### src/rtl/sram_arb_pkg.sv
// Shared types and default widths for the two-requester SRAM round-robin arbiter.
package sram_arb_pkg;

  localparam int unsigned ADDR_W_DEF = 8;
  localparam int unsigned DATA_W_DEF = 32;
  localparam int unsigned CNT_W_DEF  = 16;

  typedef enum logic {
    REQ_M0 = 1'b0,
    REQ_M1 = 1'b1
  } req_id_e;

  typedef struct packed {
    logic    valid;
    req_id_e id;
  } rd_pend_t;

endpackage

### src/rtl/rr_arb2.sv
// Two-way round-robin arbiter: combinational grant from req and the priority pointer.
module rr_arb2
  import sram_arb_pkg::*;
(
  input  logic       clk,
  input  logic       rst,
  input  logic [1:0] req,
  output logic [1:0] gnt,
  output req_id_e    gnt_id,
  output logic       gnt_any
);

  req_id_e rr_ptr_q, rr_ptr_d;

  always_comb begin
    gnt_id = REQ_M0;
    case (req)
      2'b01:   gnt_id = REQ_M0;
      2'b10:   gnt_id = REQ_M1;
      2'b11:   gnt_id = rr_ptr_q;
      default: gnt_id = REQ_M0;
    endcase

    gnt_any = (|req) && !rst;
    gnt[0]  = gnt_any && (gnt_id == REQ_M0);
    gnt[1]  = gnt_any && (gnt_id == REQ_M1);

    // Priority passes to the other requester after every grant.
    rr_ptr_d = rr_ptr_q;
    if (gnt_any) begin
      rr_ptr_d = (gnt_id == REQ_M0) ? REQ_M1 : REQ_M0;
    end
  end

  always_ff @(posedge clk) begin
    if (rst) begin
      rr_ptr_q <= REQ_M0;
    end else begin
      rr_ptr_q <= rr_ptr_d;
    end
  end

endmodule

### src/rtl/sram_rr_arbiter.sv
// Round-robin sharing of one single-port SRAM between M0 and M1, with read-data
// return to the issuing requester and per-requester grant counters.
module sram_rr_arbiter
  import sram_arb_pkg::*;
#(
  parameter int unsigned ADDR_W = ADDR_W_DEF,
  parameter int unsigned DATA_W = DATA_W_DEF,
  parameter int unsigned CNT_W  = CNT_W_DEF
) (
  input  logic              clk,
  input  logic              rst,
  input  logic              m0_req,
  input  logic              m0_we,
  input  logic [ADDR_W-1:0] m0_addr,
  input  logic [DATA_W-1:0] m0_wdata,
  output logic              m0_gnt,
  output logic              m0_rvalid,
  output logic [DATA_W-1:0] m0_rdata,
  input  logic              m1_req,
  input  logic              m1_we,
  input  logic [ADDR_W-1:0] m1_addr,
  input  logic [DATA_W-1:0] m1_wdata,
  output logic              m1_gnt,
  output logic              m1_rvalid,
  output logic [DATA_W-1:0] m1_rdata,
  output logic              sram_we,
  output logic [ADDR_W-1:0] sram_addr,
  output logic [DATA_W-1:0] sram_wdata,
  input  logic [DATA_W-1:0] sram_rdata,
  output logic [CNT_W-1:0]  m0_gnt_cnt,
  output logic [CNT_W-1:0]  m1_gnt_cnt
);

  logic [1:0] gnt;
  req_id_e    gnt_id;
  logic       gnt_any;
  logic       granted_we;

  rd_pend_t             rd_pend_q, rd_pend_d;
  logic [CNT_W-1:0]     m0_cnt_q, m0_cnt_d;
  logic [CNT_W-1:0]     m1_cnt_q, m1_cnt_d;

  rr_arb2 u_rr_arb2 (
    .clk     (clk),
    .rst     (rst),
    .req     ({m1_req, m0_req}),
    .gnt     (gnt),
    .gnt_id  (gnt_id),
    .gnt_any (gnt_any)
  );

  // Without a grant the SRAM sees M0's inputs so the bus is never left floating.
  always_comb begin
    sram_addr  = m0_addr;
    sram_wdata = m0_wdata;
    granted_we = m0_we;
    if (gnt[1]) begin
      sram_addr  = m1_addr;
      sram_wdata = m1_wdata;
      granted_we = m1_we;
    end
    sram_we = gnt_any & granted_we;

    rd_pend_d.valid = gnt_any & ~granted_we;
    rd_pend_d.id    = gnt_id;

    m0_cnt_d = m0_cnt_q + CNT_W'(gnt[0]);
    m1_cnt_d = m1_cnt_q + CNT_W'(gnt[1]);
  end

  always_ff @(posedge clk) begin
    if (rst) begin
      rd_pend_q <= '0;
      m0_cnt_q  <= '0;
      m1_cnt_q  <= '0;
    end else begin
      rd_pend_q <= rd_pend_d;
      m0_cnt_q  <= m0_cnt_d;
      m1_cnt_q  <= m1_cnt_d;
    end
  end

  // A read returning while reset is asserted is discarded.
  always_comb begin
    m0_rvalid = rd_pend_q.valid && (rd_pend_q.id == REQ_M0) && !rst;
    m1_rvalid = rd_pend_q.valid && (rd_pend_q.id == REQ_M1) && !rst;
  end

  assign m0_rdata   = sram_rdata;
  assign m1_rdata   = sram_rdata;
  assign m0_gnt     = gnt[0];
  assign m1_gnt     = gnt[1];
  assign m0_gnt_cnt = m0_cnt_q;
  assign m1_gnt_cnt = m1_cnt_q;

endmodule

### config.mk
export PLATFORM = sky130hd
export DESIGN_NAME = sram_rr_arbiter
export DESIGN_NICKNAME = d
export VERILOG_FILES = /design/src/rtl/sram_arb_pkg.sv /design/src/rtl/rr_arb2.sv /design/src/rtl/sram_rr_arbiter.sv
export SDC_FILE = /design/constraint.sdc
export NUM_CORES = 1
export LEC_CHECK = 0
export CORE_MARGIN = 10
export CORE_UTILIZATION = 31
export DETAILED_ROUTE_END_ITERATION = 8
export GPL_TIMING_DRIVEN = 0
export PLACE_DENSITY = 0.84
export RECOVER_POWER = 25
export SLEW_MARGIN = 25
export SYNTH_ARGS = -nofsm -noshare
export SYNTH_HDL_FRONTEND = slang
export SYNTH_SLANG_ARGS = --single-unit
### constraint.sdc
create_clock -name clk -period 2.8 [get_ports clk]
set_input_delay 0.84 -clock clk [delete_from_list [all_inputs] [get_ports clk]]
set_output_delay 0.84 -clock clk [all_outputs]
set_load 0.005 [all_outputs]
==> impl_metrics.py <==
metrics = {
    "global_route": {
        "grt_pass1_wl_mm": 18.4,
        "track_usage_pct": 17.9,
        "antenna_found_initial": 0,
        "grt_pass1_vias": 2987,
        "grt_max_degree": 13,
        "grt_overflow": 0,
    },
    "timing": {
        "fin_crit_sh_pct": 104,
        "rsz0062_at_grt": "true",
        "worst_slack_ns": -0.111,
        "fin_skew_ns": 0.00953,
        "whs_ns": 0.506,
        "fmaxAchievable_ghz": 0.344,
        "tightest_slew_ns": 0.439,
        "slew_headroom_pct": 70.7,
        "final-hold-violation-count": 0,
        "maxSlewViolCount": 0,
        "period_needed_ns": 2.91,
        "setup_violations": 38,
    },
    "logic_synthesis": {
        "netlist_area_mm2": 0.00272,
        "muxShareOfSynthArea_pct": 24.2,
        "synthXorXnorAreaFrac_pct": 6.77,
        "synthFlopType": "dfxtp_1",
        "synth_edf_count": 0,
        "ys_ff_latch": 35,
        "synth_cells": 283,
        "async_flop_share_pct": 0,
        "yosysSeqAreaShare_pct": 25.8,
        "yosysWarnings": 0,
        "synth_cell_types": 34,
        "synth_adder_area_share_pct": 2.30,
        "synth_fp_nets": 406,
        "synth_top_family_by_area": "multiplexers",
        "syn_area_per_cell_um2": 9.60,
        "synth_compound_area_share_pct": 1.43,
        "synthSimpleGateAreaFrac_pct": 18.5,
    },
    "floorplanning": {
        "coreArea_mm2": 0.00864,
        "die_x_um": 114,
        "dieArea_mm2": 0.0129,
        "die-height_um": 114,
        "rows": 34,
        "ios": 259,
        "start_util_pct": 31.5,
    },
    "pwr": {
        "p_leak_nw": 2.45,
        "pwr-share-comb_pct": 38.3,
        "clockPowerShare_pct": 29.2,
        "switching_power_uw": 361,
        "ir_drop_mv": 0.314,
        "finalPower_mw": 1.56,
        "power_frac_seq_pct": 32.5,
        "power_density_mw_per_mm2": 285,
        "sw_frac_of_total_pct": 23.1,
        "internal_power_mw": 1.20,
    },
    "detailed_routing": {
        "routed_wl_mm": 12.5,
        "drtPass1Iterations": 4,
        "viasPerCell": 4.48,
        "vias": 2846,
        "drc": 0,
        "detail-route-antenna-nets": 0,
        "wire_per_inst_um": 19.7,
        "drt_iter0_drc": 121,
    },
    "setup_path": {
        "slowest_delay_ns": 0.30,
        "cp.arrival_ns": 2.07,
        "crit_path_frequent_cell": "buf_12",
        "end_kind": "output pin",
        "rrSetupSlack_ns": 0.32,
        "crit_required_ns": 1.96,
        "cp_slowest_cell": "or2_4",
        "start_kind": "primary input",
        "crit_type": "in -> out",
        "path_cells": "buf_8 -> nand2b_4 -> nand2_2 -> or2_4 -> buf_12 -> buf_12 -> mux2_4 -> buf_6",
        "worst-path-max-fanout": 10,
    },
    "placed_design": {
        "hpwl_mm": 10.7,
        "numPortBuffers": 226,
        "dp_slack_ns": -1.01,
        "globalplace.congestion": 0.769,
    },
    "layout": {
        "multi_input_area_mm2": 0.00146,
        "syn2layout_area_growth_pct": 102,
        "nets": 649,
        "layout-drive-gt1-share_pct": 35.7,
        "antennaDiodeCount": 0,
        "seq_area_um2": 701,
        "fill_cells": 716,
    },
    "cts": {
        "cts_tree": "built",
        "cts_root_buf": "clkbuf_8",
        "clk_pin_slew_worst_paths_ns": 0.08,
        "numCtsBuffers": 5,
        "clock_path_buffers": 2,
        "h-tree-depth": 2,
        "numClockSinks": 35,
        "clk_latency_ns": 0.29,
        "cts_hold_buf": 0,
    },
    "flow_run": {
        "maxCapViolCount": 0,
    },
    "outcome": {
        "violations": "negative setup slack",
        "status": "finished, violations left",
    },
    "hold_path": {
        "worstHoldPathType": "reg -> reg",
    },
}
power by group through the flow:
stage / combinational [mW] / clock (mW) / sequential (mW)
2_1_floorplan: 0.200 / 0 / 0.519
3_3_place_gp: 0.545 / 0 / 0.519
3_5_place_dp: 0.554 / 0 / 0.519
4_1_cts: 0.603 / 0.464 / 0.508
5_1_grt: 0.632 / 0.479 / 0.508
6_report: 0.600 / 0.457 / 0.508
routing by layer:
layer	up-vias	share of wire [%]	track usage, %	wire [um]
li1	1374	-	-	-
met4	0	0.42	2.28	52
met2	118	55	34.9	6920
met3	6	8.8	5.67	1110
met1	1348	35	18.3	4420
met5	-	0	0	0
worst paths after layout:
kind,endpoint,start,depth (start not counted)
worst max-delay path,sram_wdata[16],m0_req,8
worst min-delay path,u_rr_arb2.rr_ptr_q,u_rr_arb2.rr_ptr_q,2
worst max register to register,m1_gnt_cnt[13],u_rr_arb2.rr_ptr_q,10
worst min register to register,u_rr_arb2.rr_ptr_q,u_rr_arb2.rr_ptr_q,2
critical path: cells and delay by family:
family                 cells  cell delay [ns]
buffers and inverters      4             0.51
multiplexers               1             0.30
AND/OR/NAND/NOR            3             0.41
metrics by stage:
stage	TNS [ns]	utilization [%]	std cells	cell area, um2
after CTS	-3.39	63.2	633	5460
after global placement	-48.52	59.2	617	5110
after detailed placement	-52.26	59.2	617	5110
after floorplan	0	-	283	2720
final	-3.63	63.5	635	5480
after global routing	-4.94	63.5	635	5480
sequential cells by signal, summed over array words and instances, names as in the netlist:
register / cells
m0_gnt_cnt: 16
m1_gnt_cnt: 16
rd_pend_q: 2
u_rr_arb2.rr_ptr_q: 1
final cells by class:
class                   instances  area share [%]
repair buffers                237            45.0
clock inverters                 3           0.799
multi-input cells             170            26.7
clock buffers                   5            1.26
flip-flops and latches         35            12.8
well taps                     108            2.46
inverters                       5           0.342
plain buffers                  72            10.7
layout by cell type (no fill, tap or decap), types with 2 or more instances in the layout:
cell,count
ha_1,5
a21oi_1,4
nand4_1,3
buf_12,6
buf_2,5
or3_1,2
nor4_1,3
nor2b_1,9
nor2_1,30
inv_1,4
o21ai_0,2
buf_6,39
and3_1,3
nor3_1,7
dlygate4sd2_1,2
xor2_1,5
xnor2_1,16
clkbuf_8,5
nand2_1,10
mux2_4,40
buf_16,2
mux2_2,4
dfxtp_1,35
nand3_1,13
buf_4,71
clkdlybuf4s50_1,179
synth_stat cells (2+ instances only):
library cell	instances	area [um2]
buf_4	64	480
mux2_4	40	601
dfxtp_1	35	701
nor2_1	31	116
xnor2_1	16	140
nand3_1	13	65.1
nand2_1	11	41.3
nor2b_1	9	56.3
nor3_1	7	35.0
buf_6	5	56.3
ha_1	5	62.6
inv_1	5	18.8
xor2_1	5	43.8
a21oi_1	4	20.0
mux2_2	4	45.0
and3_1	3	18.8
nand4_1	3	18.8
nor4_1	3	18.8
buf_1	2	7.51
clkbuf_1	2	7.51
o21ai_0	2	10.0
or3_1	2	12.5
logic make-up after synthesis:
logic type	after synthesis
AOI/OAI and AO/OA	7
adders and majority gates	5
DFF	35
buffers and inverters	78
xor gates and xnor gates	21
muxes	45
and+or+nand+nor	92
repair_timing:
action                                  CTS  global route
pin swaps                                 1             1
gates resized for setup                 243             5
cloned                                    3             0
endpoints found under the setup margin   71            46
setup buffers                             5             3
Power figures use the tool's default switching activity.
